--- src/rtl/sdram_uart_cmd_pkg.sv ---
`default_nettype none
// ============================================================================
// Package  : sdram_uart_cmd_pkg
// Brief    : State encoding, ASCII constants and hex helpers for the UART
//            SDRAM command front-end.
// Revision : 1.0  initial release
// ============================================================================
package sdram_uart_cmd_pkg;

    localparam int c_STATE_W = 3;

    localparam logic [c_STATE_W-1:0] c_ST_IDLE    = 3'd0;
    localparam logic [c_STATE_W-1:0] c_ST_WR_WAIT = 3'd1;
    localparam logic [c_STATE_W-1:0] c_ST_RD_WAIT = 3'd2;
    localparam logic [c_STATE_W-1:0] c_ST_RD_DATA = 3'd3;
    localparam logic [c_STATE_W-1:0] c_ST_TX_HI   = 3'd4;
    localparam logic [c_STATE_W-1:0] c_ST_TX_LO   = 3'd5;
    localparam logic [c_STATE_W-1:0] c_ST_TX_SP   = 3'd6;

    localparam logic [7:0] c_ASCII_AT  = 8'h40;
    localparam logic [7:0] c_ASCII_W   = 8'h77;
    localparam logic [7:0] c_ASCII_R   = 8'h72;
    localparam logic [7:0] c_ASCII_X   = 8'h78;
    localparam logic [7:0] c_ASCII_DOT = 8'h2E;
    localparam logic [7:0] c_ASCII_QM  = 8'h3F;
    localparam logic [7:0] c_ASCII_SP  = 8'h20;

    // Returns {valid, nibble}; accepts both letter cases.
    function automatic logic [4:0] hex_decode(input logic [7:0] b);
        logic [4:0] result;
        result = 5'b0_0000;
        if (b >= 8'h30 && b <= 8'h39) begin
            result = {1'b1, b[3:0]};
        end else if ((b >= 8'h41 && b <= 8'h46) || (b >= 8'h61 && b <= 8'h66)) begin
            result = {1'b1, b[3:0] + 4'd9};
        end
        return result;
    endfunction

    function automatic logic [7:0] nibble_to_ascii(input logic [3:0] n);
        return (n < 4'd10) ? (8'h30 + {4'h0, n}) : (8'h57 + {4'h0, n});
    endfunction

endpackage
`default_nettype wire

--- src/rtl/hex_nibble_ascii.sv ---
`default_nettype none
// ============================================================================
// Module   : hex_nibble_ascii
// Brief    : Combinational ASCII hex-digit decode and lowercase nibble encode.
// Revision : 1.0  initial release
// ============================================================================
module hex_nibble_ascii
    import sdram_uart_cmd_pkg::*;
(
    input  logic [7:0] i_byte,
    output logic       o_valid,
    output logic [3:0] o_nibble,
    input  logic [3:0] i_nibble,
    output logic [7:0] o_ascii
);

    logic [4:0] w_decoded;

    always_comb begin
        w_decoded = hex_decode(i_byte);
        o_ascii   = nibble_to_ascii(i_nibble);
    end

    assign o_valid  = w_decoded[4];
    assign o_nibble = w_decoded[3:0];

endmodule
`default_nettype wire

--- src/rtl/sdram_uart_cmd.sv ---
`default_nettype none
// ============================================================================
// Module   : sdram_uart_cmd
// Brief    : ASCII command parser issuing single-byte SDRAM reads/writes and
//            returning read data as hex text to the UART transmit FIFO.
// Revision : 1.0  initial release
// ============================================================================
module sdram_uart_cmd #(
    parameter int ADDR_WIDTH   = 25,
    parameter int TIMEOUT      = 1024,
    parameter int TIMEOUT_BITS = 11
) (
    input  logic                  clk,
    input  logic                  reset,
    input  logic [7:0]            rx_data,
    input  logic                  rx_strobe,
    output logic [7:0]            tx_data,
    output logic                  tx_strobe,
    output logic [ADDR_WIDTH-1:0] sd_wr_addr,
    output logic [7:0]            sd_wr_data,
    output logic                  sd_wr_enable,
    output logic [ADDR_WIDTH-1:0] sd_rd_addr,
    output logic                  sd_rd_enable,
    input  logic [7:0]            sd_rd_data,
    input  logic                  sd_rd_ready,
    input  logic                  sd_busy,
    output logic                  overrun
);

    import sdram_uart_cmd_pkg::*;

    logic [c_STATE_W-1:0]    r_state_q,     w_state_d;
    logic [ADDR_WIDTH-1:0]   r_acc_q,       w_acc_d;
    logic [ADDR_WIDTH-1:0]   r_addr_q,      w_addr_d;
    logic [7:0]              r_wdata_q,     w_wdata_d;
    logic [7:0]              r_rdata_q,     w_rdata_d;
    logic [TIMEOUT_BITS-1:0] r_timer_q,     w_timer_d;
    logic [7:0]              r_tx_data_q,   w_tx_data_d;
    logic                    r_tx_strobe_q, w_tx_strobe_d;
    logic [ADDR_WIDTH-1:0]   r_wr_addr_q,   w_wr_addr_d;
    logic [7:0]              r_wr_data_q,   w_wr_data_d;
    logic                    r_wr_en_q,     w_wr_en_d;
    logic [ADDR_WIDTH-1:0]   r_rd_addr_q,   w_rd_addr_d;
    logic                    r_rd_en_q,     w_rd_en_d;
    logic                    r_overrun_q,   w_overrun_d;

    logic       w_rx_hex_valid;
    logic [3:0] w_rx_nibble;
    logic [3:0] w_tx_nibble;
    logic [7:0] w_tx_ascii;
    logic       w_timer_done;

    assign w_tx_nibble  = (r_state_q == c_ST_TX_HI) ? r_rdata_q[7:4] : r_rdata_q[3:0];
    assign w_timer_done = (r_timer_q == TIMEOUT_BITS'(TIMEOUT - 1));

    hex_nibble_ascii u_hex (
        .i_byte   (rx_data),
        .o_valid  (w_rx_hex_valid),
        .o_nibble (w_rx_nibble),
        .i_nibble (w_tx_nibble),
        .o_ascii  (w_tx_ascii)
    );

    always_ff @(posedge clk) begin
        if (reset) begin
            r_state_q     <= c_ST_IDLE;
            r_acc_q       <= '0;
            r_addr_q      <= '0;
            r_wdata_q     <= '0;
            r_rdata_q     <= '0;
            r_timer_q     <= '0;
            r_tx_data_q   <= '0;
            r_tx_strobe_q <= 1'b0;
            r_wr_addr_q   <= '0;
            r_wr_data_q   <= '0;
            r_wr_en_q     <= 1'b0;
            r_rd_addr_q   <= '0;
            r_rd_en_q     <= 1'b0;
            r_overrun_q   <= 1'b0;
        end else begin
            r_state_q     <= w_state_d;
            r_acc_q       <= w_acc_d;
            r_addr_q      <= w_addr_d;
            r_wdata_q     <= w_wdata_d;
            r_rdata_q     <= w_rdata_d;
            r_timer_q     <= w_timer_d;
            r_tx_data_q   <= w_tx_data_d;
            r_tx_strobe_q <= w_tx_strobe_d;
            r_wr_addr_q   <= w_wr_addr_d;
            r_wr_data_q   <= w_wr_data_d;
            r_wr_en_q     <= w_wr_en_d;
            r_rd_addr_q   <= w_rd_addr_d;
            r_rd_en_q     <= w_rd_en_d;
            r_overrun_q   <= w_overrun_d;
        end
    end

    always_comb begin
        w_state_d = r_state_q;
        case (r_state_q)
            c_ST_IDLE: begin
                if (rx_strobe && !w_rx_hex_valid) begin
                    if (rx_data == c_ASCII_W) begin
                        w_state_d = c_ST_WR_WAIT;
                    end else if (rx_data == c_ASCII_R) begin
                        w_state_d = c_ST_RD_WAIT;
                    end
                end
            end
            c_ST_WR_WAIT: if (!sd_busy) w_state_d = c_ST_IDLE;
            c_ST_RD_WAIT: if (!sd_busy) w_state_d = c_ST_RD_DATA;
            c_ST_RD_DATA: begin
                if (sd_rd_ready) begin
                    w_state_d = c_ST_TX_HI;
                end else if (w_timer_done) begin
                    w_state_d = c_ST_IDLE;
                end
            end
            c_ST_TX_HI: w_state_d = c_ST_TX_LO;
            c_ST_TX_LO: w_state_d = c_ST_TX_SP;
            c_ST_TX_SP: w_state_d = c_ST_IDLE;
            default:    w_state_d = c_ST_IDLE;
        endcase
    end

    // Strobes default low so every request and tx push is a single cycle.
    always_comb begin
        w_acc_d       = r_acc_q;
        w_addr_d      = r_addr_q;
        w_wdata_d     = r_wdata_q;
        w_rdata_d     = r_rdata_q;
        w_timer_d     = r_timer_q;
        w_tx_data_d   = r_tx_data_q;
        w_tx_strobe_d = 1'b0;
        w_wr_addr_d   = r_wr_addr_q;
        w_wr_data_d   = r_wr_data_q;
        w_wr_en_d     = 1'b0;
        w_rd_addr_d   = r_rd_addr_q;
        w_rd_en_d     = 1'b0;
        w_overrun_d   = r_overrun_q | (rx_strobe && (r_state_q != c_ST_IDLE));

        case (r_state_q)
            c_ST_IDLE: begin
                if (rx_strobe) begin
                    if (w_rx_hex_valid) begin
                        w_acc_d = {r_acc_q[ADDR_WIDTH-5:0], w_rx_nibble};
                    end else if (rx_data == c_ASCII_AT) begin
                        w_addr_d = r_acc_q;
                        w_acc_d  = '0;
                    end else if (rx_data == c_ASCII_X) begin
                        w_acc_d = '0;
                    end else if (rx_data == c_ASCII_W) begin
                        w_wdata_d = r_acc_q[7:0];
                        w_acc_d   = '0;
                    end
                end
            end
            c_ST_WR_WAIT: begin
                if (!sd_busy) begin
                    w_wr_en_d     = 1'b1;
                    w_wr_addr_d   = r_addr_q;
                    w_wr_data_d   = r_wdata_q;
                    w_addr_d      = r_addr_q + ADDR_WIDTH'(1);
                    w_tx_data_d   = c_ASCII_DOT;
                    w_tx_strobe_d = 1'b1;
                end
            end
            c_ST_RD_WAIT: begin
                if (!sd_busy) begin
                    w_rd_en_d   = 1'b1;
                    w_rd_addr_d = r_addr_q;
                    w_timer_d   = '0;
                end
            end
            c_ST_RD_DATA: begin
                if (sd_rd_ready) begin
                    w_rdata_d = sd_rd_data;
                    w_addr_d  = r_addr_q + ADDR_WIDTH'(1);
                end else if (w_timer_done) begin
                    w_tx_data_d   = c_ASCII_QM;
                    w_tx_strobe_d = 1'b1;
                end else begin
                    w_timer_d = r_timer_q + TIMEOUT_BITS'(1);
                end
            end
            c_ST_TX_HI, c_ST_TX_LO: begin
                w_tx_data_d   = w_tx_ascii;
                w_tx_strobe_d = 1'b1;
            end
            c_ST_TX_SP: begin
                w_tx_data_d   = c_ASCII_SP;
                w_tx_strobe_d = 1'b1;
            end
            default: begin
            end
        endcase
    end

    assign tx_data      = r_tx_data_q;
    assign tx_strobe    = r_tx_strobe_q;
    assign sd_wr_addr   = r_wr_addr_q;
    assign sd_wr_data   = r_wr_data_q;
    assign sd_wr_enable = r_wr_en_q;
    assign sd_rd_addr   = r_rd_addr_q;
    assign sd_rd_enable = r_rd_en_q;
    assign overrun      = r_overrun_q;

endmodule
`default_nettype wire

--- config.mk ---
export PLATFORM = sky130hd
export DESIGN_NAME = sdram_uart_cmd
export DESIGN_NICKNAME = d
export VERILOG_FILES = /design/src/rtl/sdram_uart_cmd_pkg.sv /design/src/rtl/hex_nibble_ascii.sv /design/src/rtl/sdram_uart_cmd.sv
export SDC_FILE = /design/constraint.sdc
export NUM_CORES = 1
export LEC_CHECK = 0
export CAP_MARGIN = 10
export CORE_ASPECT_RATIO = 0.5
export CORE_MARGIN = 5
export CORE_UTILIZATION = 35
export CTS_CLUSTER_DIAMETER = 40
export DETAILED_ROUTE_END_ITERATION = 10
export PLACE_DENSITY_LB_ADDON = 0.2
export REMOVE_ABC_BUFFERS = 1
export SKIP_CTS_REPAIR_TIMING = 1
export SYNTH_ARGS = -nofsm -noshare
export SYNTH_HDL_FRONTEND = slang
export SYNTH_SLANG_ARGS = --single-unit
--- constraint.sdc ---
create_clock -name clk -period 1.8 [get_ports clk]
set_clock_uncertainty 0.05 [all_clocks]
set_input_delay 0.18 -clock clk [delete_from_list [all_inputs] [get_ports clk]]
set_output_delay 0.18 -clock clk [all_outputs]
set_load 0.005 [all_outputs]
* Word level (Yosys, flattened, before mapping)
Cells that the tools add are included. W data, S select, Z words.
Word-level totals: register bits 150, bits of input ports 21, output and inout bits 70, word-level logic and storage cells 116
Cells by class: add/subtract/negate cells 5, order comparisons 7, equal/unequal tests 23, muxes and demuxes 34, bitwise logic cells 7, reduce and logical (&&, ||, !) cells 26
Operators with widths (count):
- $mux W25 | 9
- $pmux W25 S3 | 1
- $mux W11 | 3
- $eq A8 B7 Y1 const B | 4
- $mux W8 | 4
- $pmux W8 S4 | 1
- $add A25 B1 Y25 const B | 1
- $pmux W11 S2 | 1
- $mux W3 | 7
- $ne A2 B2 Y1 const B | 10
- $pmux W3 S6 | 1
- $ge A8 B7 Y1 const B | 2
- $le A8 B7 Y1 const B | 2
- $reduce_and A6 Y1 | 2
- $add A11 B1 Y11 const B | 1
- $eq A11 B10 Y1 const B | 1
- $mux W5 | 2
- $eq A3 B3 Y1 const B | 3
- $add A7 B4 Y8 const A | 1
- $ge A8 B6 Y1 const B | 1
- $le A8 B6 Y1 const B | 1
- $reduce_and A4 Y1 | 2
- $reduce_bool A4 Y1 | 2
- $add A6 B4 Y7 const A | 1
- other kinds (21) | 39

* Logic depth before layout (Yosys ltp)
depth in word-level cells 9, depth in mapped cells 9, gate-level depth less buffers 7

* Hierarchy
From an unflattened synthesis, not the netlist that was laid out.
Second synthesis, totals: cells, all modules 873, area total of the unflattened synthesis 6746.5 µm²
By module, submodules not included:
- sdram_uart_cmd | times used 1, cells an instance 837, area each 6471.2 µm², seq. area each 3002.9 µm²
- hex_nibble_ascii | times used 1, cells an instance 36, area each 275.3 µm², seq. area each 0.0 µm²

* Least setup slack after synthesis
Ideal clock, no wire load.
path type in2reg, start input rx_data[3], end register r_acc_q[16], setup time 0.117 ns, data arrival time 1.796 ns, data required time 1.633 ns, slack -0.164 ns, stages on the path 6, buffers on the path 1, path through or3b_1 -> or3_4 -> o21a_4 -> a31o_4 -> buf_6 -> a32o_1
On the way: cells in the longest elaborated chain, start to end 7, elaborated cells between the ends (all ways) 20, classes of those cells 6 x order compare; 3 x eq/ne; 5 x mux; 6 x reduce/logical
RTL lines:
- from (decl) | line sdram_uart_cmd.sv:15 | input logic [7:0] rx_data,
- $ge A8 B7 Y1 or $le A8 B7 Y1 (tied branches) | line sdram_uart_cmd_pkg.sv:34 | end else if ((b >= 8'h41 && b <= 8'h46) || (b >= 8'h61 && b <= 8'h66)) begin
- $logic_and A1 B1 Y1 | line sdram_uart_cmd_pkg.sv:34
- $logic_or A1 B1 Y1 | line sdram_uart_cmd_pkg.sv:34
- $mux W5 | line sdram_uart_cmd_pkg.sv:34
- $mux W5 | line sdram_uart_cmd_pkg.sv:32 | if (b >= 8'h30 && b <= 8'h39) begin
- $reduce_bool A4 Y1 (no source line)
- $reduce_and A3 Y1 (no source line)
- to (signal assigned) | line sdram_uart_cmd.sv:82 | r_acc_q <= w_acc_d;
- to (decl) | line sdram_uart_cmd.sv:33 | logic [ADDR_WIDTH-1:0] r_acc_q, w_acc_d;
Parallel ways exist; a longest one is shown, timed or not. A chain may end at the register's enable or synchronous reset.

* Worst setup path after layout
start register r_state_q[1], end register r_tx_data_q[1] (netlist: tx_data[1])
On the way: cells in the longest elaborated chain, start to end 5, elaborated cells between the ends (all ways) 17, classes of those cells 2 x add/sub; 1 x order compare; 8 x eq/ne; 3 x mux; 3 x reduce/logical
RTL lines:
- from (decl) | line sdram_uart_cmd.sv:32 | logic [c_STATE_W-1:0] r_state_q, w_state_d;
- from (signal assigned) | line sdram_uart_cmd.sv:66 | r_state_q <= c_ST_IDLE;
- from (signal assigned) | line sdram_uart_cmd.sv:81 | r_state_q <= w_state_d;
- $eq A3 B3 Y1 | line sdram_uart_cmd.sv:53, sdram_uart_cmd.sv:142
- $mux W4 | line sdram_uart_cmd.sv:53 | assign w_tx_nibble = (r_state_q == c_ST_TX_HI) ? r_rdata_q[7:4] : r_rdata_q[3:0];
- $add A7 B4 Y8, or another cell as far along | line sdram_uart_cmd_pkg.sv:41 | return (n < 4'd10) ? (8'h30 + {4'h0, n}) : (8'h57 + {4'h0, n});
- $mux W8 | line sdram_uart_cmd_pkg.sv:41
- $pmux W8 S4 | line sdram_uart_cmd.sv:142 | case (r_state_q)
- to (signal assigned) | line sdram_uart_cmd.sv:87 | r_tx_data_q <= w_tx_data_d;
- to (decl) | line sdram_uart_cmd.sv:38 | logic [7:0] r_tx_data_q, w_tx_data_d;
Parallel ways exist; a longest one is shown, timed or not.

==> key figures <==
Power
  • Peak supply drop: between 0.0006 and 0.0007 V
  • Leak: about 3.4 nW
  • Cell area power density: 710 mW/mm2
  • Final Total Pwr: roughly 7 mW

Synth
  • Fraction of registers with async set/reset: 0
  • Most used DFF post-synth: dfxtp_1
  • Mapped cell area: approximately 0.0067 mm2
  • Seq/Total Area, Yosys: 0.443
  • Most frequent cell after synthesis: nand2_1
  • Leading area contributor after synthesis: dfxtp_1
  • Commonest cells in the netlist: nand2_1 (172), dfxtp_1 (149), a21oi_1 (95)
  • Mean post-synth cell area: between 8 and 9 um2
  • Synth cell types: 64
  • Area contributors post-synth: dfxtp_1 (44%), nand2_1 (9.6%), a21oi_1 (7.1%)
  • YS warnings: 0
  • Synth Register Bits: 149
  • Synth top area share: 0.443
  • Mapped Cells: 820
  • Post-synth EDFFs: 0

STA
  • FMAX: approximately 550 MHz
  • Final setup viols: 1
  • RSZ-0062 raised after global routing: true
  • Fin crit period: 1.80 ns
  • Period Utilization, post-route: 1.00
  • Max-slew violations: 0
  • Fin. Hold Viols: 0
  • Post-route setup slack: -0.00400 ns

Clocking
  • TritonCTS buffer count: 17
  • CTS tree: built
  • Clock root cell: clkbuf_16
  • Worst skew pair latency: 0.43 ns
  • Clk buf depth: 2
  • H-tree Lvls: 4
  • Clock transition at the registers of the reported paths: approximately 0.07 ns
  • Sink count of the clock tree: 149

Final layout
  • Fin nets: 1,006
  • Final instance area: 0.00985 mm2
  • N_diodes: 0
  • Final core utilization: 0.528
  • Filler cells: approximately 1,800
  • Area grow syn2layout: 46.2%
  • Layout cells sized above 1: 0.245

Worst setup path
  • Worst setup EP type: flip-flop
  • Critical path buffers and inverters: 1
  • CP arrival: 2.09 ns
  • CP delay by family, top: compound AO/OA/AOI/OAI gates
  • Worst-path maximum fanout: 4
  • Worst path max stage delay: around 0.37 ns
  • CP required: 2.08 ns
  • CP startpoint kind: flip-flop
  • Slowest cell on crit path: dfxtp_4
  • Crit Path Class: reg2reg
  • Critical path, cell by cell: nor3b_2 -> buf_4 -> mux2i_4 -> ha_4 -> a21oi_2 -> o211ai_1 -> a211oi_1

Global routing
  • Largest net degree at the start of global routing: 45
  • Number of global-route vias before repair: slightly above 6,000
  • First-pass GRT wire length: 32,500 um
  • Initial antenna violation count: 0
  • Global-route usage over all layers: 0.181
  • GR Overflow Total: 0

Placed design
  • Post-DP HPWL: ~14,000 um
  • Port buffer count: slightly below 90
  • Gpl congestion: 0.890
  • Placed Area: 0.00862 mm2

Floorplan
  • Die Area: between 0.02 and 0.025 mm2
  • Row count: 35
  • Core area: about 0.019 mm2
  • Die Wd: 206 um
  • Initial Util: 0.361
  • Io pins: just over 90
  • Die height: between 100 and 150 um

Status
  • Failing checks: setup timing
  • Status: finished, violations left

Detailed routing
  • Drc violations: 0
  • Initial DRC Count: 482
  • Vias per cell: 5.31
  • WL per Instance: 17.1 um
  • Routed Antenna Nets: 0
  • WL final: 21,400 um
  • DR vias: approximately 6,600
  • Router iterations before antenna repair: 5

Worst hold path
  • Worst hold-check path type: in2reg

Job
  • Max-Cap Viols: 0
layer usage:
layer	vias up	wire [um]	track usage	part of all wire
met4	0	229	0.0531	0.011
met1	3165	10900	0.262	0.51
li1	3280	-	-	-
met5	-	0	0	0
met3	19	1060	0.0369	0.050
met2	171	9240	0.271	0.43
final timing paths:
kind / startpoint / endpoint / slack, ns / cells after the start
max: r_state_q[1] / tx_data[1] / -0.004 / 7
min: rx_data[1] / r_acc_q[1] / 0.22 / 5
max reg2reg: r_state_q[1] / tx_data[1] / -0.004 / 7
min reg2reg: sd_rd_addr[12] / sd_rd_addr[12] / 0.40 / 2
sequential cells by signal, indices dropped and copies added, names as in the netlist, 3 cells and up:
| signal | flops |
|---|---|
| sd_wr_data | 8 |
| r_acc_q | 25 |
| tx_data | 7 |
| r_addr_q | 25 |
| sd_rd_addr | 25 |
| r_wdata_q | 8 |
| r_rdata_q | 8 |
| r_state_q | 3 |
| r_timer_q | 11 |
| sd_wr_addr | 25 |
final cells by class:
type | instances | area, um2 | area share
well taps | 259 | 324 | 0.0329
inverters | 6 | 22.5 | 0.00229
clock buffers | 17 | 425 | 0.0432
flip-flops and latches | 149 | 3010 | 0.305
clock inverters | 15 | 124 | 0.0126
repair buffers | 211 | 2080 | 0.211
multi-input cells | 593 | 3870 | 0.393
cell usage in the layout (no fill, tap or decap), types with 12 or more instances in the layout:
cell / n
nand2_1: 171
dfxtp_1: 133
buf_4: 94
a21oi_1: 92
clkdlybuf4s50_1: 80
nor2_1: 50
a32o_1: 26
clkbuf_16: 20
a31oi_1: 15
dfxtp_2: 15
nand3_1: 14
mux2i_1: 13
a211oi_1: 12
buf_6: 12
through the flow:
step | hold WS [ns] | cells | TNS (ns) | setup WS, ns
2_1_floorplan | 0.199 | 747 | -79.66 | -1.69
3_3_place_gp | 0.395 | 1204 | -33.71 | -0.609
3_5_place_dp | 0.398 | 1204 | -37.78 | -0.736
4_1_cts | -0.0386 | 1236 | -10.98 | -0.328
5_1_grt | 0.249 | 1250 | -0.838 | -0.110
6_report | 0.215 | 1250 | -0.00400 | -0.00400
tightest hold or removal path, cell delays in order:
cell and delay (ns):
dlymetal6s2s_1 0.14, inv_2 0.09, o32ai_1 0.09, nand2_1 0.08
mux2i_1 0.06
power breakdown:
part / switching (mW) / total (mW) / internal (mW)
clock network: 1.59 / 3.39 / 1.80
logic: 0.170 / 0.305 / 0.136
registers: 0.00237 / 3.30 / 3.30
total: 1.76 / 6.99 / 5.23
cell families (layout without fill, tap and decap cells):
group | Yosys count | after routing | share of synthesized area
xor+xnor | 9 | 9 | 0.0117
other cells | 1 | 1 | 0.000557
buf+inv | 79 | 249 | 0.0490
fa+ha+maj | 7 | 7 | 0.0130
flops | 149 | 149 | 0.443
simple gates | 329 | 329 | 0.225
compound gates | 229 | 230 | 0.232
mux | 17 | 17 | 0.0254
No activity file was read; power rests on OpenSTA's default activity.
